[config.mk]
export PLATFORM = sky130hd
export DESIGN_NAME = instr_fetch_unit
export DESIGN_NICKNAME = d
export VERILOG_FILES = /design/src/rtl/instr_fetch_unit.sv
export SDC_FILE = /design/constraint.sdc
export NUM_CORES = 1
export LEC_CHECK = 0
export ABC_CLOCK_PERIOD_IN_PS = 4000
export BUFFER_PORTS_ARGS = -buffer_cell sky130_fd_sc_hd__buf_4
export CAP_MARGIN = 5
export CORE_MARGIN = 8
export CORE_UTILIZATION = 54
export CTS_BUF_LIST = sky130_fd_sc_hd__clkbuf_16
export CTS_CLUSTER_SIZE = 12
export DETAILED_ROUTE_END_ITERATION = 10
export GPL_TIMING_DRIVEN = 0
export PLACE_DENSITY = 0.95
export SLEW_MARGIN = 40
export SYNTH_ARGS = -nofsm -noshare
export SYNTH_HDL_FRONTEND = slang
export SYNTH_SLANG_ARGS = --single-unit
[constraint.sdc]
create_clock -name clk -period 4 [get_ports clk]
set_clock_uncertainty 0.15 [all_clocks]
set_input_delay 0.4 -clock clk [delete_from_list [all_inputs] [get_ports clk]]
set_output_delay 0.4 -clock clk [all_outputs]
set_load 0.05 [all_outputs]
[src/rtl/instr_fetch_unit.sv]
// Fetch stage of the single-issue MIPS pipeline: owns the PC, drives the instruction
// memory address and fills the IF/ID register under stall, redirect, halt and misalignment control.
module instr_fetch_unit #(
    parameter logic [31:0] RESET_PC = 32'h0000_0000,
    parameter logic [31:0] NOP_WORD = 32'h0000_0000,
    parameter logic [31:0] PC_INCR  = 32'd4
) (
    input  logic        clk,
    input  logic        rst,
    input  logic        stall,
    input  logic        redirect_en,
    input  logic [31:0] redirect_target,
    input  logic        halt_req,
    output logic [31:0] imem_addr,
    input  logic [31:0] imem_rdata,
    output logic [31:0] ifid_instr,
    output logic [31:0] ifid_pc4,
    output logic        ifid_valid,
    output logic        halted,
    output logic        misalign_err
);

    typedef enum logic [1:0] {
        BOOT = 2'd0,
        RUN  = 2'd1,
        HALT = 2'd2
    } state_t;

    state_t      state_r;
    state_t      state_nxt_s;
    logic [31:0] pc_r;
    logic [31:0] pc_nxt_s;
    logic [31:0] ifid_instr_r;
    logic [31:0] ifid_instr_nxt_s;
    logic [31:0] ifid_pc4_r;
    logic [31:0] ifid_pc4_nxt_s;
    logic        ifid_valid_r;
    logic        ifid_valid_nxt_s;
    logic        halted_r;
    logic        halted_nxt_s;
    logic        misalign_r;
    logic        misalign_nxt_s;
    logic [31:0] pc_seq_s;

    // A fetch is only legal from a word boundary.
    function automatic logic pc_misaligned(input logic [31:0] pc);
        return (pc[1:0] != 2'b00);
    endfunction

    // Sequential successor; wraps modulo 2^32 by construction.
    function automatic logic [31:0] pc_next_seq(input logic [31:0] pc);
        return pc + PC_INCR;
    endfunction

    assign pc_seq_s = pc_next_seq(pc_r);

    // Next-state and next-register computation, priority halt > redirect > misalign > stall > fetch.
    always_comb begin
        state_nxt_s      = state_r;
        pc_nxt_s         = pc_r;
        ifid_instr_nxt_s = ifid_instr_r;
        ifid_pc4_nxt_s   = ifid_pc4_r;
        ifid_valid_nxt_s = ifid_valid_r;
        halted_nxt_s     = halted_r;
        misalign_nxt_s   = misalign_r;
        case (state_r)
            BOOT: begin
                state_nxt_s = RUN;
            end
            RUN: begin
                if (halt_req) begin
                    state_nxt_s      = HALT;
                    halted_nxt_s     = 1'b1;
                    ifid_instr_nxt_s = NOP_WORD;
                    ifid_pc4_nxt_s   = 32'h0000_0000;
                    ifid_valid_nxt_s = 1'b0;
                end else if (redirect_en) begin
                    pc_nxt_s         = redirect_target;
                    ifid_instr_nxt_s = NOP_WORD;
                    ifid_pc4_nxt_s   = 32'h0000_0000;
                    ifid_valid_nxt_s = 1'b0;
                end else if (pc_misaligned(pc_r)) begin
                    // The word at a misaligned address is never captured.
                    state_nxt_s      = HALT;
                    halted_nxt_s     = 1'b1;
                    misalign_nxt_s   = 1'b1;
                    ifid_instr_nxt_s = NOP_WORD;
                    ifid_pc4_nxt_s   = 32'h0000_0000;
                    ifid_valid_nxt_s = 1'b0;
                end else if (stall) begin
                    pc_nxt_s         = pc_r;
                    ifid_instr_nxt_s = ifid_instr_r;
                    ifid_pc4_nxt_s   = ifid_pc4_r;
                    ifid_valid_nxt_s = ifid_valid_r;
                end else begin
                    pc_nxt_s         = pc_seq_s;
                    ifid_instr_nxt_s = imem_rdata;
                    ifid_pc4_nxt_s   = pc_seq_s;
                    ifid_valid_nxt_s = 1'b1;
                end
            end
            HALT: begin
                state_nxt_s = HALT;
            end
            default: begin
                // Unreachable encoding: recover through BOOT with a flushed IF/ID.
                state_nxt_s      = BOOT;
                pc_nxt_s         = RESET_PC;
                ifid_instr_nxt_s = NOP_WORD;
                ifid_pc4_nxt_s   = 32'h0000_0000;
                ifid_valid_nxt_s = 1'b0;
                halted_nxt_s     = 1'b0;
            end
        endcase
    end

    // State, PC and IF/ID registers with synchronous reset overriding every other input.
    always_ff @(posedge clk) begin
        if (rst) begin
            state_r      <= BOOT;
            pc_r         <= RESET_PC;
            ifid_instr_r <= NOP_WORD;
            ifid_pc4_r   <= 32'h0000_0000;
            ifid_valid_r <= 1'b0;
            halted_r     <= 1'b0;
            misalign_r   <= 1'b0;
        end else begin
            state_r      <= state_nxt_s;
            pc_r         <= pc_nxt_s;
            ifid_instr_r <= ifid_instr_nxt_s;
            ifid_pc4_r   <= ifid_pc4_nxt_s;
            ifid_valid_r <= ifid_valid_nxt_s;
            halted_r     <= halted_nxt_s;
            misalign_r   <= misalign_nxt_s;
        end
    end

    assign imem_addr    = pc_r;
    assign ifid_instr   = ifid_instr_r;
    assign ifid_pc4     = ifid_pc4_r;
    assign ifid_valid   = ifid_valid_r;
    assign halted       = halted_r;
    assign misalign_err = misalign_r;

endmodule

==> impl_metrics.tcl, run 1 <==
set metrics [dict create \
    yosysTopAreaCellShare 0.4181 \
    vias 5341 \
    final_hold_viol_count 0 \
    place.gp.congestion 0.9809 \
    synthesis.nets 646 \
    synth_area_leaders "dfxtp_1 (42%), nand3_1 (6.1%), a21oi_1 (6.0%), nand2_1 (5.4%), o2bb2ai_1 (4.0%)" \
    tightestPinTransition_ns 0.7620 \
    gr-total-overflow 0 \
    drive_above_1_share 0.2884 \
    slew_headroom 0.4873 \
    crit_fanout 10 \
    synth_area_leader_cell "dfxtp_1" \
    h-tree-depth 3 \
    areaGrowthSynthToFinish_pct 34.75 \
    crit_path_cell_trace "inv_1 -> ha_1 -> buf_2 -> nor2b_1 -> and2_1 -> clkbuf_1 -> a21boi_1 -> nor2_1 -> buf_2 -> o2bb2ai_1" \
    synthCells 573 \
    finalCritPeriodShare 0.7204 \
    hold_class "input pin to flip-flop" \
    critPathArrivalTime_ns 3.01 \
    fin_hold_ws_ns 0.1108 \
    crit_path_top_delay_cell "nor2_1" \
    grt.met3_usage 0.05844 \
    drt_wl_total_um 16960 \
    root_buffer "clkbuf_16" \
    ant_nets 0 \
    cts-buffers-inserted 9 \
    die_h_um 110.6 \
    grt_pass1_wl_um 26940 \
    yosysSeqAreaShare 0.4181 \
    worst-setup-path-type "flip-flop to flip-flop" \
    synth.distinct_cells 65 \
    post_cts.repair.setup_buffers 0 \
    synth_commonest_cells "dfxtp_1 (101), nand2_1 (70), nand3_1 (59)" \
    avgRoutedWirePerCell_um 19.63 \
    cts.sinks 101 \
    core-area_sq_um 8721 \
    cts_buffer_depth 2 \
    rows 34 \
    grtUsageTotal 0.2630 \
    slowest_delay_ns 0.40 \
    fin_tns_setup_ns 0 \
    p_per_area_nw_per_um2 450.7 \
    start_util 0.5545 \
    endpoint_kind "flip-flop" \
    vdd_drop_max_uv 335.9 \
    clock_latency_ns 0.35 \
    clk_pin_slew_ns 0.07 \
    synth_area_per_cell_sq_um 8.440 \
    remaining_drc_errors 0 \
    power.leakage_nw 2.666 \
    yosys.cell_count.top_type "dfxtp_1" \
    use_met1 0.3142 \
    first_global_vias 5266 \
    yosys_warnings 0 \
    cts_resized 0 \
    die_w_um 110.6 \
    busiest_layer "met2" \
    timing.fmax_mhz 347.0 \
    hpwl_um 12740 \
    ys_seq_elements 101 \
    cts_tree "done" \
    avgViaCountPerCell 6.182 \
    io_pins 168 \
    outcome "complete, no violations" \
    antenna_found_initial 0 \
    met2_usage 0.4285 \
    cap_viol_max_count 0 \
    numPortBuffers 167 \
    finalSetupViolations 0 \
    post-route-min-period_ns 2.881 \
    first_pass_iters 5 \
    whs_path_depth 3 \
    nets 824 \
    drt_iter0_drc 590 \
    async_flop_share 0 \
    syn-cell-area_sq_um 4836 \
    cp_common_cell "buf_2" \
    final-max-slew-violation-count 0 \
    grt_max_degree 18 \
    synth_top_flop_cell "dfxtp_1" \
    hold_buffers 0 \
    synth-edff-count 0 \
    num_antenna_cells 0 \
    fp.dieArea_sq_um 12240 \
    cp-start-kind "flip-flop" \
    required_ns 4.13 \
    rsz0062_at_grt "false" \
    reg2regPathDepth 10 \
]
-- worst paths after layout --
kind	startpoint	end	slack (ns)
worst max-delay path	state_r[1]	ifid_pc4[28]	1.12
worst min-delay path	redirect_target[28]	imem_addr[28]	0.11
worst max register to register	state_r[1]	ifid_pc4[28]	1.12
worst min register to register	ifid_instr[8]	ifid_instr[8]	0.31
-- worst max-delay path, delay by kind of cell, from the launching register on --
kind / cells / cell delay [ns]
AND/OR/NAND/NOR: 3 / 0.83
adder cells (fa/ha/maj): 1 / 0.19
buffers and inverters: 4 / 0.97
AO/OA/AOI/OAI: 2 / 0.33
flip-flops: 1 / 0.32
-- state kept, by name, indices dropped and copies added (netlist names) --
| name | count |
|---|---|
| halted | 1 |
| imem_addr | 32 |
| ifid_valid | 1 |
| misalign_err | 1 |
| ifid_instr | 32 |
| state_r | 2 |
| ifid_pc4 | 32 |
-- area by class of cell --
cell class / instances / area [sq um]
Fill cell: 630 / 2205
Clock buffer: 9 / 225.2
Timing Repair Buffer: 167 / 1254
Sequential cell: 101 / 2022
Clock inverter: 7 / 48.80
Inverter: 10 / 37.54
Buffer: 42 / 200.2
Multi-Input combinational cell: 420 / 2594
Tap cell: 108 / 135.1
-- cells in the final DEF (no fill, tap or decap), types with 3 or more instances in the layout --
master       n
clkbuf_16    9
o2bb2ai_1   22
nand2_1     70
and3_1       7
dfxtp_1    101
o311ai_1     3
clkbuf_2     3
nor2_1      34
buf_1        3
a32o_1       3
mux2i_1      6
or3_1        5
nor4_1       7
ha_1         4
and2_1       5
xnor2_1     19
nand4_1      8
xor2_1       8
nor4_4       3
and4_1       3
nor3_4       3
a21oi_1     58
clkbuf_1    22
nor3_1      10
a221o_1      6
inv_1       11
buf_2        9
a22oi_1      7
o21ai_0     27
nand3_1     59
buf_4      169
-- metrics by stage --
step | worst slack, ns | util | cells | power [mW] | cell area, sq um
global placement | 1.322 | 0.7138 | 848 | 2.058 | 6225
global route | 0.9557 | 0.7472 | 864 | 3.061 | 6516
CTS | 1.182 | 0.7472 | 864 | 2.910 | 6516
floorplan | 1.443 | - | 573 | 1.764 | 4836
detailed placement | 1.245 | 0.7158 | 848 | 2.092 | 6242
finish | 1.119 | 0.7472 | 864 | 2.937 | 6516
-- cells by family (layout without fill, tap and decap cells) --
group                      Yosys count  count (layout)  synth area share
AOI/OAI and AO/OA                  149             149            0.2036
xor gates and xnor gates            27              27           0.04890
adders and majority gates            4               4           0.01035
buffers and inverters               52             235           0.04916
DFF                                101             101            0.4181
muxes                                7               7           0.01475
and+or+nand+nor                    233             233            0.2551
-- routing by layer --
| metal | routed length [um] | up-vias |
|---|---|---|
| met5 | 0 | - |
| met2 | 8218 | 321 |
| li1 | - | 2433 |
| met1 | 6449 | 2518 |
| met4 | 748 | 0 |
| met3 | 1546 | 69 |
-- power breakdown --
group          internal (mW)  switching (mW)  total, mW
clock                  0.425           0.406      0.831
sequential              1.05          0.0416       1.09
combinational          0.275           0.741       1.02
total                   1.75            1.19       2.94
Note: power is estimated with default switching activity, not from simulation.
==> run 2: changes to the inputs <==
--- a/config.mk
+++ b/config.mk
@@ -5,16 +5,16 @@
 export SDC_FILE = /design/constraint.sdc
 export NUM_CORES = 1
 export LEC_CHECK = 0
-export ABC_CLOCK_PERIOD_IN_PS = 4000
+export ABC_CLOCK_PERIOD_IN_PS = 2690
 export BUFFER_PORTS_ARGS = -buffer_cell sky130_fd_sc_hd__buf_4
 export CAP_MARGIN = 5
 export CORE_MARGIN = 8
-export CORE_UTILIZATION = 54
+export CORE_UTILIZATION = 50
 export CTS_BUF_LIST = sky130_fd_sc_hd__clkbuf_16
 export CTS_CLUSTER_SIZE = 12
 export DETAILED_ROUTE_END_ITERATION = 10
 export GPL_TIMING_DRIVEN = 0
-export PLACE_DENSITY = 0.95
+export PLACE_DENSITY = 0.9
 export SLEW_MARGIN = 40
 export SYNTH_ARGS = -nofsm -noshare
 export SYNTH_HDL_FRONTEND = slang
==> constraint.sdc (replaced) <==
create_clock -name clk -period 2.69 [get_ports clk]
set_clock_uncertainty 0.15 [all_clocks]
set_input_delay 0.269 -clock clk [delete_from_list [all_inputs] [get_ports clk]]
set_output_delay 0.269 -clock clk [all_outputs]
set_load 0.05 [all_outputs]
==> run 2 against run 1 <==
  * First-iteration DRC count fell by 5.4%
  * Flip-flop and latch count unchanged
  * Power up 50%
  * Register-to-register slack got worse by 1.0 ns
  * Highest routed layer unchanged
  * Largest cell class unchanged
  * Largest power group unchanged
==> impl_metrics.tcl, run 2 (same netlist as run 1, synthesis figures left out) <==
set metrics [dict create \
    r2r_start "state_r[0]" \
    outcome "complete, no violations" \
    post-route-min-period_ns 2.587 \
    fin_hold_ws_ns 0.002419 \
    cts_buffer_depth 2 \
    areaGrowthSynthToFinish_pct 37.31 \
    drive_above_1_share 0.3035 \
    cp-start-kind "flip-flop" \
    hold_class "input pin to flip-flop" \
    grt_pass1_wl_um 26450 \
    utilization 0.6921 \
    hpwl_um 12610 \
    cts-buffers-inserted 9 \
    finalSetupViolations 0 \
    clock_latency_ns 0.35 \
    min_to "imem_addr[21]" \
    antenna_found_initial 1 \
    numPortBuffers 167 \
    vias 5294 \
    h-tree-depth 3 \
    endpoint_kind "flip-flop" \
    final_cell_area_sq_um 6640 \
    die_h_um 114.3 \
    hold_path_startpoint "redirect_target[21]" \
    tightestPinTransition_ns 0.6804 \
    ant_nets 0 \
    fp.dieArea_sq_um 13070 \
    final_hold_viol_count 0 \
    cts.sinks 101 \
    rsz0062_at_grt "true" \
    use_met1 0.2926 \
    drt_wl_total_um 17010 \
    dp_cells 873 \
    timing.fmax_mhz 386.5 \
    r2r-end "imem_addr[25]" \
    met2_usage 0.4156 \
    nets 829 \
    fin_tns_setup_ns 0 \
    crit_fanout 7 \
    start_util 0.5040 \
    regToRegSetupSlack_ns 0.10 \
    whs_path_depth 2 \
    required_ns 2.83 \
    finalCritPeriodShare 0.9617 \
    root_buffer "clkbuf_16" \
    first_global_vias 5175 \
    first_pass_iters 5 \
    clk_pin_slew_ns 0.07 \
    die_w_um 114.3 \
    final_common_cell "buf_4" \
    busiest_layer "met2" \
    power.leakage_nw 2.690 \
    vdd_drop_max_uv 507.2 \
    place.gp.congestion 0.9134 \
    dpl_cell_area_sq_um 6269 \
    rows 36 \
    pre_cts_slack_ns -0.04316 \
    io_pins 168 \
    worst-setup-path-type "flip-flop to flip-flop" \
    drt_iter0_drc 558 \
    finalPower_mw 4.395 \
    avgViaCountPerCell 5.915 \
    num-fill-cells 737 \
    startpoint "state_r[0]" \
    reg2regPathDepth 8 \
    final-max-slew-violation-count 0 \
    worst_slack_ns 0.1030 \
    cts_tree "done" \
    grtUsageTotal 0.2540 \
    critPathArrivalTime_ns 2.73 \
    slew_headroom 0.5422 \
    final_cells 895 \
    mostFrequentLayoutCells "buf_4 (171), dfxtp_1 (101), nand2_1 (70)" \
    grt.met3_usage 0.06698 \
    p_per_area_nw_per_um2 661.9 \
    remaining_drc_errors 0 \
    cap_viol_max_count 0 \
    core-area_sq_um 9594 \
    avgRoutedWirePerCell_um 19.01 \
    gr-total-overflow 0 \
    grt_max_degree 18 \
]
==> run 2: changes by cell type in the layout (fill, tap and decap cells not counted), moves of 2 or more <==
cell           previous run  this run
nor2_1                   34        31
ha_2                      0         2
ha_1                      4         2
clkbuf_1                 22        19
nor2_2                    0         3
buf_4                   169       171
dlygate4sd3_1             0         4
==> run 2: where the power goes <==
| part | switching [mW] | internal [mW] | total (mW) |
|---|---|---|---|
| registers | 0.0621 | 1.56 | 1.62 |
| clock network | 0.595 | 0.631 | 1.23 |
| logic | 1.11 | 0.441 | 1.55 |
==> run 2: how the worst max path moves through the flow <==
stage	to	slack, ns	cells after the start
after floorplan	imem_addr[23]	0.13	7
after global placement	ifid_pc4[10]	0.03	10
after detailed placement	imem_addr[30]	-0.04	8
after CTS	ifid_instr[20]	0.005	11
after global routing	ifid_instr[30]	-0.06	9
final	imem_addr[25]	0.10	8
==> run 2: layer usage <==
metal / vias up / routed length [um] / share of wire
li1: 2450 / - / -
met4: 0 / 749 / 0.044
met3: 59 / 1519 / 0.089
met2: 315 / 8168 / 0.48
met1: 2470 / 6574 / 0.39
met5: - / 0 / 0
==> run 2: worst max-delay path, cell delays in order, from the launching register on <==
cell     delay (ns)
dfxtp_1        0.35
inv_1          0.08
ha_2           0.25
or4b_4         0.59
or4_1          0.43
buf_2          0.19
or2_0          0.20
mux2i_1        0.16
a221o_1        0.12
==> run 2: final cells by class <==
| type | count | area, sq um | area share |
|---|---|---|---|
| diodes | 1 | 2.502 | 0.0003769 |
| clock inverters | 7 | 48.80 | 0.007349 |
| well taps | 133 | 166.4 | 0.02506 |
| inverters | 10 | 37.54 | 0.005653 |
| repair buffers | 173 | 1309 | 0.1971 |
| plain buffers | 41 | 202.7 | 0.03053 |
| flip-flops and latches | 101 | 2022 | 0.3045 |
| multi-input cells | 420 | 2626 | 0.3955 |
| clock buffers | 9 | 225.2 | 0.03392 |
==> run 2: repair_timing <==
item                                   CTS  global route
hold buffers                             4             0
setup endpoints to repair               29            69
buffers inserted                         0             2
pin swaps                                0             1
endpoints found under the hold margin    4             0
gates resized for setup                  4            12
